## src/rtl/usart_pkg.sv

```systemverilog
// Shared UART definitions: rx state encoding, minimum bit period, data width.
// Latency: n/a (types and constants only).
// Backpressure: n/a.
package usart_pkg;

  localparam int MIN_CPB = 4;
  localparam int DATA_W  = 8;

  typedef enum logic [2:0] {
    IDLE,
    START,
    DATA,
    STOP,
    WAIT_IDLE,
    PARITY
  } rx_state_t;

endpackage

```

## src/rtl/sync_ff.sv

```systemverilog
// Multi-flop synchroniser bringing an asynchronous input into the local clock domain.
// Latency: STAGES cycles from d to q.
// Backpressure: none; the input is sampled every cycle.
module sync_ff #(
  parameter int   STAGES    = 2,
  parameter logic RESET_VAL = 1'b1
) (
  input  logic clk,
  input  logic rst_n,
  input  logic d,
  output logic q
);

  logic [STAGES-1:0] chain;

  // Shift the raw input through the flop chain; reset presets the chain to the idle level.
  always_ff @(posedge clk or negedge rst_n) begin
    if (!rst_n) begin
      chain <= {STAGES{RESET_VAL}};
    end else begin
      chain <= {chain[STAGES-2:0], d};
    end
  end

  assign q = chain[STAGES-1];

endmodule

```

## src/rtl/usart_rx_buffered.sv

```systemverilog
// UART receiver (8N1, or 8E1 when USART_RX_PARITY_EN is defined) feeding a one-entry holding register.
// Latency: byte presented one cycle after the stop-bit sample, i.e. about 9.5 bit times plus sync delay.
// Backpressure: out_valid/out_ready handshake; rts_n mirrors a full holding register, new bytes overrun when full.
module usart_rx_buffered
  import usart_pkg::*;
#(
  parameter int CPB_WIDTH   = 12,
  parameter int SYNC_STAGES = 2
) (
  input  logic                 serial_clock,
  input  logic                 reset,
  input  logic [CPB_WIDTH-1:0] clocks_per_bit,
  input  logic                 rx_pin,
  output logic                 rts_n,
  output logic [DATA_W-1:0]    out_data,
  output logic                 out_valid,
  input  logic                 out_ready,
  output logic                 framing_error,
  output logic                 overrun,
`ifdef USART_RX_PARITY_EN
  output logic                 parity_error,
`endif
  input  logic                 clear_errors
);

  rx_state_t              state, state_d;
  logic                   rx_s;
  logic [CPB_WIDTH-1:0]   cpb, cpb_eff, bit_cnt;
  logic [2:0]             idx;
  logic [DATA_W-1:0]      shreg;
  logic                   sample, accept, load_byte, set_fe, set_ov, set_pe, par_bad;

  sync_ff #(
    .STAGES    (SYNC_STAGES),
    .RESET_VAL (1'b1)
  ) u_sync (
    .clk   (serial_clock),
    .rst_n (reset),
    .d     (rx_pin),
    .q     (rx_s)
  );

  // Very short bit periods are clamped so the half-bit start offset stays meaningful.
  assign cpb_eff = (clocks_per_bit < CPB_WIDTH'(MIN_CPB)) ? CPB_WIDTH'(MIN_CPB) : clocks_per_bit;
  assign sample  = (bit_cnt == CPB_WIDTH'(1));
  assign accept  = out_valid & out_ready;

  // State register.
  always_ff @(posedge serial_clock or negedge reset) begin
    if (!reset) state <= IDLE;
    else        state <= state_d;
  end

  // Next-state decode and per-frame events (load, framing, overrun, parity).
  always_comb begin
    state_d   = state;
    load_byte = 1'b0;
    set_fe    = 1'b0;
    set_ov    = 1'b0;
    set_pe    = 1'b0;
    case (state)
      IDLE:  if (!rx_s) state_d = START;
      START: if (sample) state_d = rx_s ? IDLE : DATA;
      DATA: begin
        if (sample && idx == 3'd7) begin
`ifdef USART_RX_PARITY_EN
          state_d = PARITY;
`else
          state_d = STOP;
`endif
        end
      end
`ifdef USART_RX_PARITY_EN
      PARITY: begin
        if (sample) begin
          state_d = STOP;
          set_pe  = (^shreg) ^ rx_s;
        end
      end
`endif
      STOP: begin
        if (sample) begin
          if (rx_s) begin
            state_d = IDLE;
            if (!par_bad) begin
              if (!out_valid || accept) load_byte = 1'b1;
              else                      set_ov    = 1'b1;
            end
          end else begin
            state_d = WAIT_IDLE;
            set_fe  = 1'b1;
          end
        end
      end
      // Stay here until the line has been high a full bit period so a break cannot retrigger.
      WAIT_IDLE: if (rx_s && sample) state_d = IDLE;
      default: state_d = IDLE;
    endcase
  end

  // Bit timer, bit index and LSB-first shift register.
  always_ff @(posedge serial_clock or negedge reset) begin
    if (!reset) begin
      cpb     <= CPB_WIDTH'(MIN_CPB);
      bit_cnt <= '0;
      idx     <= '0;
      shreg   <= '0;
    end else begin
      case (state)
        IDLE: begin
          if (!rx_s) begin
            cpb     <= cpb_eff;
            bit_cnt <= cpb_eff >> 1;
          end
        end
        WAIT_IDLE: bit_cnt <= rx_s ? (bit_cnt - CPB_WIDTH'(1)) : cpb;
        default:   bit_cnt <= sample ? cpb : (bit_cnt - CPB_WIDTH'(1));
      endcase
      if (state == START && sample) idx <= '0;
      if (state == DATA && sample) begin
        shreg <= {rx_s, shreg[DATA_W-1:1]};
        idx   <= idx + 3'd1;
      end
    end
  end

`ifdef USART_RX_PARITY_EN
  // Remember a parity mismatch until the stop bit decides the fate of the byte.
  always_ff @(posedge serial_clock or negedge reset) begin
    if (!reset)                        par_bad <= 1'b0;
    else if (state == PARITY && sample) par_bad <= set_pe;
  end

  // Sticky parity flag; a set in the same cycle as a clear wins.
  always_ff @(posedge serial_clock or negedge reset) begin
    if (!reset) parity_error <= 1'b0;
    else        parity_error <= set_pe | (parity_error & ~clear_errors);
  end
`else
  assign par_bad = 1'b0;
`endif

  // Holding register; a load in the same cycle as an accept keeps out_valid high.
  always_ff @(posedge serial_clock or negedge reset) begin
    if (!reset) begin
      out_valid <= 1'b0;
      out_data  <= '0;
      rts_n     <= 1'b0;
    end else if (load_byte) begin
      out_valid <= 1'b1;
      out_data  <= shreg;
      rts_n     <= 1'b1;
    end else if (accept) begin
      out_valid <= 1'b0;
      rts_n     <= 1'b0;
    end
  end

  // Sticky framing and overrun flags; a set in the same cycle as a clear wins.
  always_ff @(posedge serial_clock or negedge reset) begin
    if (!reset) begin
      framing_error <= 1'b0;
      overrun       <= 1'b0;
    end else begin
      framing_error <= set_fe | (framing_error & ~clear_errors);
      overrun       <= set_ov | (overrun & ~clear_errors);
    end
  end

endmodule

```

## config.mk

```make
export PLATFORM = sky130hd
export DESIGN_NAME = usart_rx_buffered
export DESIGN_NICKNAME = d
export VERILOG_FILES = /design/src/rtl/usart_pkg.sv /design/src/rtl/sync_ff.sv /design/src/rtl/usart_rx_buffered.sv
export SDC_FILE = /design/constraint.sdc
export NUM_CORES = 1
export LEC_CHECK = 0
export ABC_AREA = 0
export CAP_MARGIN = 10
export CORE_ASPECT_RATIO = 0.8
export CORE_MARGIN = 5
export CORE_UTILIZATION = 33
export DETAILED_ROUTE_END_ITERATION = 6
export GPL_ROUTABILITY_DRIVEN = 0
export PLACE_DENSITY = 0.61
export SYNTH_ARGS = -nofsm -noshare
export SYNTH_HDL_FRONTEND = slang
export SYNTH_HIERARCHICAL = 1
export SYNTH_SLANG_ARGS = --single-unit
```

## constraint.sdc

```tcl
create_clock -name serial_clock -period 2.8 [get_ports serial_clock]
set_input_delay 0.56 -clock serial_clock [delete_from_list [all_inputs] [get_ports serial_clock]]
set_output_delay 0.56 -clock serial_clock [all_outputs]
set_load 0.005 [all_outputs]
```

==> results of run 1 <==
-- path summary, 6_finish.rpt --
check / start / end / slack (ns)
worst min register to register: u_sync/chain[0] / u_sync/chain[1] / 0.36
max in group asynchronous: reset / cpb[8] / 2.01
min in group serial_clock: u_sync/chain[0] / u_sync/chain[1] / 0.36
worst max-delay path: bit_cnt[1] / out_data[6] / 0.40
worst max register to register: bit_cnt[1] / out_data[6] / 0.40
worst min-delay path: reset / overrun / 0.34
-- cells by family (layout without fill, tap and decap cells) --
| logic type | Yosys count | in the layout |
|---|---|---|
| AOI/OAI and AO/OA | 70 | 70 |
| adders and majority gates | 4 | 4 |
| buffers and inverters | 24 | 52 |
| DFF | 51 | 51 |
| muxes | 26 | 26 |
| and+or+nand+nor | 86 | 86 |
-- per-stage QoR --
stage / cell area (um2) / power, mW / setup slack, ns / utilization [%] / hold slack [ns]
final: 3170 / 2.01 / 0.400 / 40.1 / 0.340
after global routing: 3170 / 2.15 / 0.267 / 40.1 / 0.374
after CTS: 3170 / 2.03 / 0.374 / 40.1 / 0.363
after detailed placement: 3070 / 1.56 / 0.397 / 38.8 / 0.348
after global placement: 3070 / 1.54 / 0.463 / 38.8 / 0.346
after floorplan: 2670 / 1.41 / 0.596 / - / 0.264
-- critical path, stage by stage (launching register included) --
cell and delay (ns):
sky130_fd_sc_hd__dfrtp_1 0.41, sky130_fd_sc_hd__inv_1 0.08, sky130_fd_sc_hd__ha_1 0.13, sky130_fd_sc_hd__or4b_1 0.53
sky130_fd_sc_hd__nor3_4 0.16, sky130_fd_sc_hd__buf_4 0.24, sky130_fd_sc_hd__nand3_1 0.34, sky130_fd_sc_hd__mux2_2 0.39
-- sequential cells by signal, indices dropped and copies added (netlist names) --
| name | cells |
|---|---|
| overrun | 1 |
| out_valid | 1 |
| bit_cnt | 12 |
| framing_error | 1 |
| cpb | 12 |
| idx | 3 |
| state | 3 |
| out_data | 8 |
| shreg | 8 |
| u_sync/chain | 2 |
-- final cells by class --
type                       instances  share of cell area [%]
clock buffer                       5                    2.17
clock inverter                     3                   0.869
inverter                           8                   0.947
multi-input combinational        186                    40.8
sequential                        51                    40.4
tap                              108                    4.26
timing repair buffer              36                    10.6
-- synthesized netlist by cell type (all sizes together) (4+ instances only) --
master	instances
nand3	9
nand2b	10
nor3	13
nor2	17
mux2	25
o21ai	11
ha	4
o211ai	5
a21oi	13
a211oi	7
a31oi	4
clkbuf	12
inv	8
dfrtp	48
nand2	19
buf	4
-- layer usage --
layer / share of wire, % / wire length, um / global-route usage (%)
met2: 43 / 2610 / 18.3
met1: 52 / 3110 / 18.1
met4: 0.75 / 45 / 3.49
met3: 4.1 / 244 / 2.88
met5: 0 / 0 / 0
-- cells in the final DEF (no fill, tap or decap), types with 4 or more instances in the layout --
cell type | Yosys | routed
sky130_fd_sc_hd__a211oi_1 | 7 | 7
sky130_fd_sc_hd__a21oi_1 | 13 | 13
sky130_fd_sc_hd__a31oi_1 | 4 | 4
sky130_fd_sc_hd__buf_4 | 1 | 8
sky130_fd_sc_hd__clkbuf_8 | 0 | 5
sky130_fd_sc_hd__clkdlybuf4s50_1 | 0 | 27
sky130_fd_sc_hd__dfrtp_1 | 48 | 48
sky130_fd_sc_hd__ha_1 | 4 | 4
sky130_fd_sc_hd__inv_1 | 8 | 8
sky130_fd_sc_hd__mux2_2 | 25 | 25
sky130_fd_sc_hd__nand2_1 | 19 | 19
sky130_fd_sc_hd__nand2b_1 | 10 | 10
sky130_fd_sc_hd__nand3_1 | 9 | 9
sky130_fd_sc_hd__nor2_1 | 17 | 17
sky130_fd_sc_hd__nor3_1 | 10 | 10
sky130_fd_sc_hd__o211ai_1 | 5 | 5
sky130_fd_sc_hd__o21ai_0 | 11 | 11
-- report_power, final --
part	internal [mW]	switching (mW)	leakage, nW	total, mW
Combinational	0.247	0.229	0.632	0.476
Clock	0.186	0.276	0.0467	0.461
Sequential	0.904	0.169	0.650	1.07
Total	1.34	0.673	1.33	2.01
==> impl_summary.txt, run 1 <==
----------------------------------------------------
[Hold path]
  Class of the tightest hold or removal check ... primary input to async pin

[Place]
  Count of port buffers added during placement ... 28
  Dpl cells ... 389
  Final HPWL from detailed placement ... between 4000 and 5000 um

[Route]
  Count of antenna-violating nets left after detailed routing ... 0
  Number of DRC markers after the initial detailed-route iteration ... 111
  Router iterations before antenna repair ... 4
  Vias/cell ... 5.16
  Number of DRC violations after detailed routing ... 0
  Drt total wl ... 6010 um
  Wire length per cell after detailed routing ... 15.1 um
  Count of vias placed by the detailed router ... 2048

[Floorplan]
  Full die area ... 0.0100 mm2
  I/O pins ... 29
  CORE AREA ... 0.00791 mm2
  Height of the chip ... 90.4 um
  Initial Util ... 33.7%
  Horizontal die dimension ... 111 um
  Standard-cell rows ... 29

[Timing]
  Maximum clock frequency ... 417 MHz
  Setup Viol. Count Final ... 0
  Fraction of the cycle the final worst path needs ... 85.7%
  Max-slew headroom at the worst pin ... 53.6%
  Hold Violations, Final ... 0
  Worst clock skew ... 0.0118 ns
  Final sum of negative setup slack ... 0 ns
  RSZ-0062 raised after global routing ... no
  Minimum clock period after layout ... 2.40 ns
  Slew at the pin closest to its max-slew limit ... 0.696 ns
  Total count of max-transition violations in the final report ... 0

[Final layout]
  Number of inserted diodes ... 0
  Multi-input gate area ... 0.00129 mm2
  Layout Nets ... 309
  Final cell count without fillers ... about 400
  Area added between synthesis and finish ... 18.8%
  Proportion of layout cells with a drive suffix above 1 ... between 10% and 20%
  Fillers ... slightly above 800
  Register area ... 0.00128 mm2

[Synth]
  Net count of the mapped netlist ... roughly 280
  Main synth FF type ... sky130_fd_sc_hd__dfrtp_1
  Count of mapped cells out of synthesis ... 261
  Post-synthesis compound-gate area fraction ... 18.1%
  Total of flip-flops plus latches after synthesis ... 51
  Synth top area share ... a little under half
  Synth top area cells ... sky130_fd_sc_hd__dfrtp_1, sky130_fd_sc_hd__mux2_2, sky130_fd_sc_hd__dfstp_2, sky130_fd_sc_hd__nand2_1, sky130_fd_sc_hd__a21oi_1
  Area of the mapped netlist ... between 0.002 and 0.003 mm2
  XOR/XNOR share of the synthesized area ... 0%
  Unique masters post-synth ... 50
  Share of synthesized area spent on multiplexers ... 10.9%
  Sequential fraction of the synthesis area ... ~48%
  Adder and majority cell fraction of the synthesized area ... 1.88%
  Avg Cell Area, Syn ... just over 10 um2
  Asr flop ratio synth ... 100%
  Area share of and/or/nand/nor cells after synthesis ... 17.5%
  Number of enable flip-flop cells after synthesis ... 0
  Largest area contributor in the netlist ... sky130_fd_sc_hd__dfrtp_1
  Yosys warning total ... 6
  Dominant combinational cell family by area after synthesis ... compound AO/OA/AOI/OAI gates

[Clock network]
  TritonCTS Buffers ... 5
  Post-CTS resize count ... 0
  Number of buffers inserted to repair setup after CTS ... 0
  Hold buffers post-CTS ... 0
  Clk sink count ... 51
  Clock latency of the later-clocked register in the worst-skew pair ... about 0.31 ns
  Number of H-tree levels ... 2
  TritonCTS clock tree ... yes
  Library cell used as clock root buffer ... sky130_fd_sc_hd__clkbuf_8
  CTS Buffer Depth ... 2
  Clock slew at the register clock pins of the worst setup and hold paths ... 0.11 ns

[Power and ir drop]
  Total leakage power ... 1.33 nW
  Maximum vdd drop ... 0.000245 V
  Power density over the cells ... 634 mW/mm2

[Worst setup path]
  Depth of the most critical reg-to-reg path ... 7
  Worst Path Class, Setup ... register to register
  Data required time at the worst endpoint ... 3.00 ns
  Maximum fanout along the worst path ... 16
  Startpoint type of the worst setup path ... register
  Endpoint type of the worst setup path ... register
  Arrival time at the worst endpoint ... around 2.6 ns

[Global route]
  Antenna violations before repair ... 0
  Maximum number of pins on one net before global-route repair ... 52
  Global-route wire length before repair ... 10300 um
  Vias in the first global route ... around 2000
  Overall global routing resource usage ... between 10% and 20%
  Global-route congestion overflow total ... 0

[Run status]
  Run status ... completed

[Run]
  Max-cap violations ... 0

----------------------------------------------------
(Power assumes the default switching activity.)
==> inputs of run 2 (changes only) <==
==> constraint.sdc (replaced) <==
create_clock -name serial_clock -period 3.1 [get_ports serial_clock]
set_input_delay 0.62 -clock serial_clock [delete_from_list [all_inputs] [get_ports serial_clock]]
set_output_delay 0.62 -clock serial_clock [all_outputs]
set_load 0.005 [all_outputs]
==> run 2 against run 1 <==
Against the previous run:
- worst setup slack improved by 0.26 ns
- non-clock buffer count down 4
- sequential cell count stayed put
==> impl_summary.txt, run 2 (same netlist as run 1, synthesis figures left out) <==
----------------------------------------------------
[Place]
  Placement-stage cell area ... 0.00304 mm2
  Count of port buffers added during placement ... 28
  Pre-CTS WS ... 0.694 ns
  Final HPWL from detailed placement ... 4340 um

[Floorplan]
  CORE AREA ... 0.00791 mm2
  Initial Util ... 33.7%
  I/O pins ... 29
  Full die area ... 0.0100 mm2
  Horizontal die dimension ... around 110 um
  Standard-cell rows ... 29
  Height of the chip ... 90.4 um

[Global route]
  Global-route wire length before repair ... roughly 10000 um
  Maximum number of pins on one net before global-route repair ... 52
  Global-route congestion overflow total ... 0
  Vias in the first global route ... roughly 2000
  Antenna violations before repair ... 0
  Overall global routing resource usage ... approximately an eighth

[Clock network]
  Clock latency of the later-clocked register in the worst-skew pair ... 0.32 ns
  TritonCTS Buffers ... 5
  Hold buffers post-CTS ... 0
  Clock slew at the register clock pins of the worst setup and hold paths ... 0.10 ns
  Clk sink count ... just over 50
  Post-CTS resize count ... 0
  CTS Buffer Depth ... 2
  Number of buffers inserted to repair setup after CTS ... 0
  Number of H-tree levels ... 2
  TritonCTS clock tree ... yes
  Library cell used as clock root buffer ... sky130_fd_sc_hd__clkbuf_8

[Run status]
  Run status ... completed

[Final layout]
  Proportion of layout cells with a drive suffix above 1 ... between 10% and 20%
  Leading cell type in the layout, fill and taps excluded ... sky130_fd_sc_hd__dfrtp_1
  Commonest non-fill, non-tap cells in the layout ... sky130_fd_sc_hd__dfrtp_1, sky130_fd_sc_hd__clkdlybuf4s50_1, sky130_fd_sc_hd__mux2_2, sky130_fd_sc_hd__nand2_1, sky130_fd_sc_hd__nor2_1
  Area added between synthesis and finish ... 17.6%
  Layout Nets ... 305
  Share of the core filled with cells in the final layout ... 39.7%
  Number of inserted diodes ... 0
  Biggest regs ... bit_cnt x12, cpb x12
  Layout Cell Area excl Fill ... 0.00314 mm2

[Timing]
  Setup Viol. Count Final ... 0
  RSZ-0062 raised after global routing ... no
  Worst clock skew ... 0.00330 ns
  Final setup slack of the worst path ... between 0.6 and 0.7 ns
  Final sum of negative setup slack ... 0 ns
  Fraction of the cycle the final worst path needs ... 78.8%
  Hold Violations, Final ... 0
  Slew at the pin closest to its max-slew limit ... 1.00 ns
  Total count of max-transition violations in the final report ... 0
  Max-slew headroom at the worst pin ... 33.2%
  Minimum clock period after layout ... 2.44 ns
  Maximum clock frequency ... 409 MHz

[Worst setup path]
  Arrival time at the worst endpoint ... about 2.7 ns
  Worst Path Class, Setup ... register to register
  Startpoint type of the worst setup path ... register
  Worst setup path start ... bit_cnt[7]
  Data required time at the worst endpoint ... 3.31 ns
  Maximum fanout along the worst path ... 6
  Reg-to-reg slack, setup ... 0.66 ns
  Endpoint type of the worst setup path ... register
  Launch instance of the worst register-to-register path ... bit_cnt[7]

[Route]
  Vias/cell ... 5.29
  Wire length per cell after detailed routing ... 15.5 um
  Count of antenna-violating nets left after detailed routing ... 0
  Count of vias placed by the detailed router ... about 2100
  Router iterations before antenna repair ... 4
  Drt total wl ... 6090 um
  Number of DRC markers after the initial detailed-route iteration ... 136
  Number of DRC violations after detailed routing ... 0

[Power and ir drop]
  Final Power ... 1.81 mW
  Power density over the cells ... around 580 mW/mm2
  Maximum vdd drop ... 0.000244 V
  Total leakage power ... 1.31 nW
  Net Sw Frac ... between 30 and 40%
  Internal power consumption ... 1.21 mW
  Sequential share of power ... between 50% and 60%
  Net switching power ... just over 600 uW
  Comb pwr share ... 23.6%
  Clock group share of total power ... 23.1%

[Run]
  Max-cap violations ... 0

[Hold path]
  Hold path startpoint ... u_sync/chain[0]
  Class of the tightest hold or removal check ... register to register

----------------------------------------------------
run 2: cell count changes in the layout (fill, tap and decap cells not counted), sizes merged:
cell and change:
clkinv +1, buf -4, inv -1
run 2: area by class of cell:
cell class | instances | area, um2
tap | 108 | 135
multi-input combinational | 186 | 1290
timing repair buffer | 32 | 305
sequential | 51 | 1280
inverter | 8 | 30.0
clock inverter | 3 | 27.5
fill | 807 | 4770
clock buffer | 5 | 68.8
run 2: path summary, 6_finish.rpt:
kind                                   endpoint  cells past startpoint
worst min-delay path            u_sync/chain[1]                      0
max in group asynchronous            bit_cnt[4]                      2
min in group asynchronous            bit_cnt[6]                      2
worst max-delay path                 bit_cnt[8]                      5
worst max register to register       bit_cnt[8]                      5
worst min register to register  u_sync/chain[1]                      0
run 2: through the flow:
step                      hold slack [ns]  cells
final                               0.361    393
after global routing                0.371    393
after floorplan                     0.324    261
after CTS                           0.362    393
after global placement              0.346    385
after detailed placement            0.347    385
run 2: power groups by stage:
stage / Combinational, mW / Clock, mW / Sequential, mW
finish: 0.427 / 0.419 / 0.964
global placement: 0.419 / 0 / 0.968
global route: 0.490 / 0.448 / 0.990
CTS: 0.427 / 0.433 / 0.961
floorplan: 0.352 / 0 / 0.920
detailed placement: 0.427 / 0 / 0.971
run 2: worst max-delay path, stage by stage (launching register included):
cell and delay (ns):
sky130_fd_sc_hd__dfrtp_1 0.44, sky130_fd_sc_hd__or4_1 0.68, sky130_fd_sc_hd__or3_1 0.46, sky130_fd_sc_hd__a21oi_1 0.43
sky130_fd_sc_hd__a21oi_1 0.07, sky130_fd_sc_hd__o31a_1 0.25
run 2: routing by layer:
metal  routed length (um)  vias to the layer above  GRT usage, %
met5                    0                        -             0
met4                   92                        0          4.00
met3                  321                        9          2.75
met2                 2590                       57          18.9
met1                 3080                      997          18.4
li1                     -                     1015             -
==> edit (flow settings as in run 2) <==
Build with the macro `USART_RX_PARITY_EN` defined.
--- a/src/rtl/usart_rx_buffered.sv
+++ b/src/rtl/usart_rx_buffered.sv
@@ -2,4 +2,6 @@
 // Latency: byte presented one cycle after the stop-bit sample, i.e. about 9.5 bit times plus sync delay.
 // Backpressure: out_valid/out_ready handshake; rts_n mirrors a full holding register, new bytes overrun when full.
+`define USART_RX_PARITY_EN
+
 module usart_rx_buffered
   import usart_pkg::*;
Formal check against the unedited RTL (old outputs only; new: parity_error): same outputs for any inputs over 10 cycles, from zero or initial values and one cycle with reset low; that may be too few to reach the edited logic, so the function may still have changed.
==> edit against run 2 <==
Wire length increased by 12%. Cell area increased by 9.2%. Worst setup slack got worse by 0.17 ns. Area after synthesis increased by 10%. Total power increased by 8.0%. Sequential cell count increased by 2. Global-route usage increased by 0.36 points.
==> edit: results (changes against run 2) <==
Fin Hold WS - 0.341 ns (-0.0199 ns)
top cells by count, synth - dfrtp_1 (50), nand2_1 (48), o21ai_0 (23), a21oi_1 (20), mux2_2 (17)
Clock transition at path regs - 0.09 ns
maximum clock insertion buffer count - 2 (unchanged)
Resize count post-CTS - 0 (unchanged)
syn avg cell area - 9.20 sq um (-10%)
first-pass GRT wire length - 11500 um (+11%)
largest net degree at the start of global routing - 37 (-29%)
Nets - 363 (+19%)
Clock Skew - 0.0117 ns (+0.00837 ns)
count leader, synth - dfrtp_1
first-pass iteration count of the detailed router - 4 (unchanged)
Syn. warnings - 6 (unchanged)
CTS H-tree lvls - 2 (unchanged)
TritonCTS buffer count - 5 (unchanged)
GRT Util Overall - 0.131 (+0.00356)
leakage power - 0.00154 uW (+18%)
outcome - complete, no violations
DR iter-0 viols - 156 (+15%)
synth top area cells - dfrtp_1 (43%), mux2_2 (6.5%), nand2_1 (6.1%)
Critical R2R Launch - bit_cnt[1]$_DFFE_PN0N_
Fillers - 838 (+3.8%)
placed insts - 447 (+16%)
vias - 2405 (+16%)
Setup CP Type - reg2reg
R2R setup slack - 0.49 ns (-0.17 ns)
register area share after synthesis - 0.452 (-0.0277)
reg-to-reg endpoint - shreg[3]$_DFFE_PN0P_
vias in the first global route - 2234 (+11%)
top flop regs - bit_cnt: 12 flops, cpb: 12 flops
Clk Latency, worst-skew pair - 0.30 ns (-0.02 ns)
Worst-Margin Slew - 0.668 ns (-0.334 ns)
Hold WC Path Type - in2async
Avg WL per Cell - 15.0 um (-3.2%)
Syn Nets - 341 (+21%)
PortBufs - 29 (+3.6%)
Clock Root Buffer - clkbuf_8
Critical Path Fanout Max - 8 (+2)
synth unique cells - 48 (-4.0%)
Worst Reg-to-Reg Cells - 7 (+2)
Worst IR Drop VDD - 213 uV (-13%)
asr flop ratio synth - 1.00 (unchanged)
Data arrival, critical path - 2.79 ns (+0.13 ns)
DP Wirelength - 4920 um (+13%)
share of cells above drive strength 1 - 0.134 (-0.0378)
Post-CTS Setup Inserts - 0 (unchanged)
non-filler cells, final - 455 (+16%)
initial antenna violation count - 0 (unchanged)
ANT cells - 0 (unchanged)
## edit: cell count changes after synthesis, moves of 4 or more
cell / run 2 / this run
clkbuf_1: 12 / 16
o21ai_0: 11 / 23
a21oi_1: 13 / 20
nand2_1: 19 / 48
inv_1: 8 / 12
mux2_2: 25 / 17
xnor2_1: 0 / 7
## edit: worst max-delay path, stage by stage (launching register included)
cell      delay, ns
dfrtp_1        0.41
inv_1          0.09
ha_1           0.13
nor4b_1        0.55
and4b_1        0.42
nand2b_4       0.10
nor3b_4        0.40
mux2_2         0.39
## edit: cell type report
type | count | area, sq um | share of cell area
flip-flops and latches | 53 | 1330 | 0.388
well taps | 112 | 140 | 0.0409
multi-input cells | 233 | 1470 | 0.428
inverters | 12 | 45.0 | 0.0131
repair buffers | 37 | 345 | 0.101
clock inverters | 1 | 5.00 | 0.00146
clock buffers | 7 | 96.3 | 0.0281
## edit: how the worst max path moves through the flow
stage	end	slack (ns)	cells after the start
after floorplan	shreg[0]$_DFFE_PN0P_	0.73	8
after global placement	bit_cnt[1]$_DFFE_PN0N_	0.50	6
after detailed placement	bit_cnt[1]$_DFFE_PN0N_	0.43	6
after CTS	shreg[3]$_DFFE_PN0P_	0.51	7
after global routing	shreg[0]$_DFFE_PN0P_	0.34	7
final	shreg[3]$_DFFE_PN0P_	0.49	7
## edit: metal layers
| layer | global-route usage | up-vias | part of all wire |
|---|---|---|---|
| met3 | 0.0199 | 6 | 0.041 |
| met1 | 0.196 | 1170 | 0.51 |
| met4 | 0.0391 | 0 | 0.0089 |
| met2 | 0.192 | 47 | 0.44 |
| met5 | 0 | - | 0 |
| li1 | - | 1182 | - |
## edit: cell families after synthesis
kind of cell    Yosys count  share of synthesized area
compound gates           77                      0.163
xor+xnor                 11                     0.0374
fa+ha+maj                 4                     0.0170
buf+inv                  34                     0.0493
flops                    53                      0.452
mux                      19                     0.0719
simple gates            122                      0.209
## edit: where the power goes
part           internal (uW)  total [uW]  switching [uW]  leakage, uW
registers                861        1050             186     0.000678
logic                    224         480             255     0.000806
clock network            203         428             226    0.0000542
## edit: per-stage QoR
stage                util  setup WS [ns]  total power, uW  cell area (sq um)
global route        0.399          0.339             2110               3430
global placement    0.387          0.503             1520               3330
CTS                 0.399          0.509             1970               3430
floorplan               -          0.731             1400               2940
finish              0.399          0.492             1960               3430
detailed placement  0.387          0.429             1540               3330
